$ cat src/rtl/iob_uart_tester_master.sv
// Native-bus initiator that configures the tester UART, then moves single TX/RX bytes by polling.
// Optional macro UART_TESTER_TIMEOUT_EN bounds each poll loop to POLL_MAX reads.
module iob_uart_tester_master #(
  parameter int ADDR_W         = 3,
  parameter int DATA_W         = 32,
  parameter int DIV            = 16,
  parameter int SOFTRESET_ADDR = 0,
  parameter int DIV_ADDR       = 1,
  parameter int TXDATA_ADDR    = 2,
  parameter int TXEN_ADDR      = 3,
  parameter int TXREADY_ADDR   = 4,
  parameter int RXDATA_ADDR    = 5,
  parameter int RXEN_ADDR      = 6,
  parameter int RXREADY_ADDR   = 7,
  parameter int POLL_MAX       = 1024
) (
  input  logic                clk,
  input  logic                rst,
  output logic                init_done,
  input  logic                tx_valid,
  input  logic [7:0]          tx_data,
  output logic                tx_ready,
  input  logic                rx_req,
  output logic                rx_valid,
  output logic [7:0]          rx_data,
  output logic                m_valid,
  output logic [ADDR_W-1:0]   m_addr,
  output logic [DATA_W-1:0]   m_wdata,
  output logic [DATA_W/8-1:0] m_wstrb,
  input  logic [DATA_W-1:0]   m_rdata,
  input  logic                m_ready,
  output logic                timeout
);

  typedef enum logic [3:0] {
    RST_ASSERT, RST_DEASSERT, SET_DIV, TX_EN, RX_EN,
    IDLE, TX_POLL, TX_WRITE, RX_POLL, RX_READ
  } state_t;

  state_t              state, state_d;
  logic                done;
  logic                m_valid_d;
  logic [ADDR_W-1:0]   addr_d;
  logic [DATA_W-1:0]   wdata_d;
  logic                wr_d;
  logic                rx_cap;
  logic                init_fin;
  logic [7:0]          tx_byte;

  // Only rdata bit 0 (polls) and byte 0 (RX data) carry meaning.
  logic unused_bits;
  assign unused_bits = ^{m_rdata[DATA_W-1:8], POLL_MAX != 0};

  assign done = m_valid && m_ready;

`ifdef UART_TESTER_TIMEOUT_EN
  localparam int CNT_W = $clog2(POLL_MAX + 1);
  localparam logic [CNT_W-1:0] POLL_LIM = CNT_W'(POLL_MAX);
  logic [CNT_W-1:0] poll_cnt, cnt_d;
  logic             poll_miss;
  logic             timeout_d;
`endif

  always_comb begin
    state_d  = state;
    rx_cap   = 1'b0;
    init_fin = 1'b0;
`ifdef UART_TESTER_TIMEOUT_EN
    poll_miss = 1'b0;
    timeout_d = 1'b0;
    cnt_d     = poll_cnt;
`endif
    case (state)
      RST_ASSERT:   if (done) state_d = RST_DEASSERT;
      RST_DEASSERT: if (done) state_d = SET_DIV;
      SET_DIV:      if (done) state_d = TX_EN;
      TX_EN:        if (done) state_d = RX_EN;
      RX_EN: if (done) begin
        state_d  = IDLE;
        init_fin = 1'b1;
      end
      IDLE: begin
        if (tx_valid)    state_d = TX_POLL;
        else if (rx_req) state_d = RX_POLL;
      end
      TX_POLL: if (done) begin
        if (m_rdata[0]) state_d = TX_WRITE;
`ifdef UART_TESTER_TIMEOUT_EN
        else poll_miss = 1'b1;
`endif
      end
      TX_WRITE: if (done) state_d = IDLE;
      RX_POLL: if (done) begin
        if (m_rdata[0]) state_d = RX_READ;
`ifdef UART_TESTER_TIMEOUT_EN
        else poll_miss = 1'b1;
`endif
      end
      RX_READ: if (done) begin
        state_d = IDLE;
        rx_cap  = 1'b1;
      end
      default: state_d = RST_ASSERT;
    endcase

`ifdef UART_TESTER_TIMEOUT_EN
    // Poll states are only entered from IDLE, so clearing there covers every entry.
    if (state == IDLE) begin
      cnt_d = '0;
    end else if (poll_miss) begin
      cnt_d = poll_cnt + 1'b1;
      if (cnt_d == POLL_LIM) begin
        timeout_d = 1'b1;
        state_d   = IDLE;
      end
    end
`endif

    // Request fields follow the next state so they are stable from the first valid cycle.
    addr_d  = '0;
    wdata_d = '0;
    wr_d    = 1'b0;
    case (state_d)
      RST_ASSERT:   begin addr_d = ADDR_W'(SOFTRESET_ADDR); wdata_d = DATA_W'(1); wr_d = 1'b1; end
      RST_DEASSERT: begin addr_d = ADDR_W'(SOFTRESET_ADDR); wr_d = 1'b1; end
      SET_DIV:      begin addr_d = ADDR_W'(DIV_ADDR); wdata_d = DATA_W'(DIV); wr_d = 1'b1; end
      TX_EN:        begin addr_d = ADDR_W'(TXEN_ADDR); wdata_d = DATA_W'(1); wr_d = 1'b1; end
      RX_EN:        begin addr_d = ADDR_W'(RXEN_ADDR); wdata_d = DATA_W'(1); wr_d = 1'b1; end
      TX_POLL:      addr_d = ADDR_W'(TXREADY_ADDR);
      TX_WRITE:     begin addr_d = ADDR_W'(TXDATA_ADDR); wdata_d = {{(DATA_W-8){1'b0}}, tx_byte}; wr_d = 1'b1; end
      RX_POLL:      addr_d = ADDR_W'(RXREADY_ADDR);
      RX_READ:      addr_d = ADDR_W'(RXDATA_ADDR);
      default:      addr_d = '0;
    endcase
    // Dropping valid for the cycle after every completion gives the mandatory idle gap.
    m_valid_d = (state_d != IDLE) && !done;
  end

  always_ff @(posedge clk or negedge rst) begin
    if (!rst) begin
      state     <= RST_ASSERT;
      m_valid   <= 1'b0;
      m_addr    <= '0;
      m_wdata   <= '0;
      m_wstrb   <= '0;
      tx_ready  <= 1'b0;
      tx_byte   <= '0;
      rx_data   <= '0;
      rx_valid  <= 1'b0;
      init_done <= 1'b0;
    end else begin
      state    <= state_d;
      m_valid  <= m_valid_d;
      m_addr   <= addr_d;
      m_wdata  <= wdata_d;
      m_wstrb  <= wr_d ? '1 : '0;
      tx_ready <= (state_d == IDLE);
      rx_valid <= rx_cap;
      if (state == IDLE && tx_valid) tx_byte <= tx_data;
      if (rx_cap) rx_data <= m_rdata[7:0];
      if (init_fin) init_done <= 1'b1;
    end
  end

`ifdef UART_TESTER_TIMEOUT_EN
  always_ff @(posedge clk or negedge rst) begin
    if (!rst) begin
      poll_cnt <= '0;
      timeout  <= 1'b0;
    end else begin
      poll_cnt <= cnt_d;
      timeout  <= timeout_d;
    end
  end
`else
  assign timeout = 1'b0;
`endif

endmodule

$ cat config.mk
export PLATFORM = sky130hd
export DESIGN_NAME = iob_uart_tester_master
export DESIGN_NICKNAME = d
export VERILOG_FILES = /design/src/rtl/iob_uart_tester_master.sv
export SDC_FILE = /design/constraint.sdc
export NUM_CORES = 1
export LEC_CHECK = 0
export CAP_MARGIN = 10
export CORE_MARGIN = 2
export CORE_UTILIZATION = 35
export DETAILED_ROUTE_END_ITERATION = 8
export PLACE_DENSITY_LB_ADDON = 0.2
export SYNTH_ARGS = -nofsm -noshare
export SYNTH_HDL_FRONTEND = slang
export SYNTH_SLANG_ARGS = --single-unit
$ cat constraint.sdc
create_clock -name clk -period 1.6 [get_ports clk]
set_input_delay 0.24 -clock clk [delete_from_list [all_inputs] [get_ports clk]]
set_output_delay 0.24 -clock clk [all_outputs]
set_load 0.1 [all_outputs]
==> summary.md, run 1 <==
| Metric | Value |
|---|---|
| DP Wirelength | slightly below 3 mm |
| Final critical-path required period | roughly 1.7 ns |
| Gr ovfl total | 0 |
| Final routed wirelength across all metal layers | 4.12 mm |
| Starting density of the core | 35.7% |
| Pins Over Slew Limit | 0 |
| Ys Warns | 0 |
| Mapped cell area | 0.00179 mm^2 |
| Number of antenna violations at the first check in global routing | 0 |
| Setup-failing EPs final | 10 |
| CORE AREA | 0.00501 mm^2 |
| Post-synthesis sequential area ratio | 50.3% |
| Result of the run | finished, violations left |
| WL per Instance | 13.9 um |
| Vias/cell | approximately 4.3 |
| DR pass1 iterations | 3 |
| Summed area of non-filler cells in the final layout | 0.00289 mm^2 |
| Clock power share | about 10% |
| Maximum Capacitance Violations | 0 |
| Maximum fanout along the worst path | 6 |
| RSZ-0062 raised after global routing | true |
| Layout cell share with drive strength beyond 1 | between 40% and 50% |
| Async SR Flop Fraction | 100% |
| Synthesized netlist cell count | 148 |
| Insertion delay of the later-clocked pin in the worst-skew pair | 0.28 ns |
| Setup slack after layout | -0.0696 ns |
| Overall routing resource usage | 14.6% |
| Register share of total power | between 20% and 30% |
| Cell area after placement | 0.00261 mm^2 |
| Maximum clock rate | between 500 and 600 MHz |
| Global-route wire length before repair | 6.13 mm |
| Final design utilization | roughly 58% |
| Chip height | 75.5 um |
| Required time reported for the critical path endpoint | 1.78 ns |
| CP Class | flop to flop |
| Total power of the final layout | 0.00652 W |
| CTS max path bufs | 2 |
| Residual DRC count | 0 |
| Leakage power summed over all cells | about 1.4 nW |
| Post-route clock skew | 0.00385 ns |
| Maximum vdd drop | 0.00107 V |
| Number of buffers inserted during clock tree synthesis | 5 |
| Final antenna diode count | 0 |
| Clock root buffer | clkbuf_8 |
| Number of DRC markers in iteration 0 | ~100 |
| Commonest register cell after synthesis | dfrtp_1 |
| Internal | 0.00332 W |
| Crit path arrival time | 1.85 ns |
| Failing checks | setup timing |
| Mean cell area of the mapped netlist | ~12 um^2 |
| Rows | 26 |
| Total Die Area | 0.00570 mm^2 |
| Unique cell type count in the Yosys netlist | 38 |
| Kind of path behind the tightest hold check | primary input to async pin |
| Number of clock sinks | 36 |
| Count of boundary I/O pins | 97 |
| Floorplan die width | 75.5 um |
| Switching power of the nets | around 0.0032 W |
| Combinational share of power | 65.8% |
| Number of global-route vias before repair | 1235 |
| H-tree depth | 2 |
| Post-route clock period utilization | 104% |
| Final number of hold-violating endpoints | 0 |
| Register bit total from synthesis | 36 |
| Synthesis-to-layout area growth | 61.7% |
| Nature of the critical path startpoint | flop |
| Antenna-violating nets left | 0 |
| DR vias | 1258 |
| Worst setup EP type | flop |
| Net Sw Frac | 49.1% |
| Count of input and output buffers | 47 |
| Final weighted congestion in routability-driven placement | 0.867 |
| Pin count of the biggest net entering global routing | 22 |
| Clock tree from TritonCTS | yes |
| Power density normalized to cell area | ~2300 mW/mm^2 |
| Post-synth EDFFs | 0 |
| Nets@finish | 270 |
| Worst-path clk slew | roughly 0.070 ns |
-- cell usage after synthesis (2+ instances only) --
| cell | n | area (um^2) |
|---|---|---|
| dfrtp_1 | 36 | 901 |
| buf_4 | 31 | 233 |
| mux2_2 | 16 | 180 |
| and2_1 | 8 | 50.1 |
| nand2_1 | 5 | 18.8 |
| nor2_1 | 4 | 15.0 |
| nor2b_1 | 3 | 18.8 |
| o211ai_1 | 3 | 22.5 |
| o21ai_0 | 3 | 15.0 |
| a21o_1 | 2 | 15.0 |
| a21oi_1 | 2 | 10.0 |
| and3_1 | 2 | 12.5 |
| and3b_1 | 2 | 17.5 |
| buf_6 | 2 | 22.5 |
| inv_2 | 2 | 7.51 |
| nand2b_1 | 2 | 12.5 |
| nand3_1 | 2 | 10.0 |
| nand3b_1 | 2 | 15.0 |
| nand4_1 | 2 | 12.5 |
-- state kept, by name (all words and copies together), names as in the netlist, 3 cells and up --
signal	flops
tx_byte	8
rx_data	8
state	4
m_addr	3
m_wdata	8
-- per-stage QoR --
| stage | worst slack [ns] | instances | hold slack [ns] | setup TNS (ns) |
|---|---|---|---|---|
| after global placement | -0.313 | 277 | 0.227 | -6.47 |
| after detailed placement | -0.346 | 277 | 0.231 | -7.21 |
| after floorplan | -0.155 | 172 | -0.0556 | -1.45 |
| after global routing | -0.152 | 296 | 0.494 | -1.52 |
| after CTS | -0.0985 | 288 | 0.465 | -0.835 |
| final | -0.0696 | 296 | 0.460 | -0.520 |
-- cell type report --
cell class	count	area (um^2)
tap	70	87.6
sequential	36	910
multi-input combinational	100	786
inverter	3	11.3
clock buffer	6	82.6
clock inverter	2	10.0
fill	448	2120
timing repair buffer	79	1010
-- placed cells by master, fill, tap and decap left out, drive strengths merged, types with 2 or more instances in the layout --
master / count
buf: 59
a21o: 2
mux2: 16
nor2b: 3
nand3b: 2
xnor2: 2
clkbuf: 6
and3: 3
nand2b: 3
nor3b: 2
a21oi: 2
conb: 25
nor2: 5
o211ai: 4
inv: 3
nand3: 2
clkinv: 2
dfrtp: 36
clkdlybuf4s50: 18
and2: 8
nand2: 5
nand4: 2
and3b: 2
o21ai: 4
-- timing repair --
item                                   4_1_cts  5_1_grt
gates resized for setup                     11       24
pin swaps                                    4        6
hold buffers                                 1        0
endpoints found under the hold margin       20        0
buffers inserted                             2        8
setup endpoints to repair                   28       21
-- critical path, stage by stage (launching register included) --
cell	delay, ns
dfrtp_4	0.50
and2_1	0.20
o211ai_1	0.18
a21o_1	0.26
inv_2	0.08
and3_4	0.21
and2_4	0.13
-- logic make-up (layout without fill, tap and decap cells) --
group                  Yosys count  after routing  share of synthesized area [%]
buffers and inverters           36             90                           14.9
multiplexers                    16             16                           10.1
AND/OR/NAND/NOR                 41             41                           15.5
AO/OA/AOI/OAI                   16             16                           7.55
XOR/XNOR                         2              2                           1.40
other                            1             25                          0.210
flip-flops                      36             36                           50.3
-- power by group through the flow --
| stage | logic (W) | clock network (W) | registers, W |
|---|---|---|---|
| global placement | 0.00391 | 0 | 0.00158 |
| CTS | 0.00407 | 0.000683 | 0.00159 |
| floorplan | 0.00159 | 0 | 0.00260 |
| finish | 0.00429 | 0.000655 | 0.00157 |
| detailed placement | 0.00394 | 0 | 0.00160 |
| global route | 0.00450 | 0.000722 | 0.00162 |
-- path summary, 6_finish.rpt --
| path | cells after the start | slack [ns] | to | startpoint |
|---|---|---|---|---|
| max | 6 | -0.07 | m_wdata[1]$_DFF_PN0_ | m_valid$_DFF_PN0_ |
| min | 2 | 0.46 | m_addr[0]$_DFF_PN0_ | rst |
| max reg2reg | 6 | -0.07 | m_wdata[1]$_DFF_PN0_ | m_valid$_DFF_PN0_ |
| min reg2reg | 1 | 0.49 | m_wdata[2]$_DFF_PN0_ | tx_byte[2]$_DFFE_PN0P_ |
| max in group asynchronous | 3 | 0.55 | m_wdata[1]$_DFF_PN0_ | rst |
| min in group clk | 1 | 0.49 | m_wdata[2]$_DFF_PN0_ | tx_byte[2]$_DFFE_PN0P_ |
-- routing by layer --
metal  global-route usage, %  vias to the layer above  routed length, um
met5                       0                        -                  0
met4                    5.46                        0                 39
met3                    4.76                        6                236
met2                    24.0                       33               2160
met1                    17.9                      613               1680
li1                        -                      606                  -
Power figures use the tool's default switching activity.
==> run 2: changes to the inputs <==
Settings changed: ABC_CLOCK_PERIOD_IN_PS set to 1600, CAP_MARGIN 10 to 25.
==> results of run 2 <==
No change in the layout: final DEF, timing and power equal those of run 1.
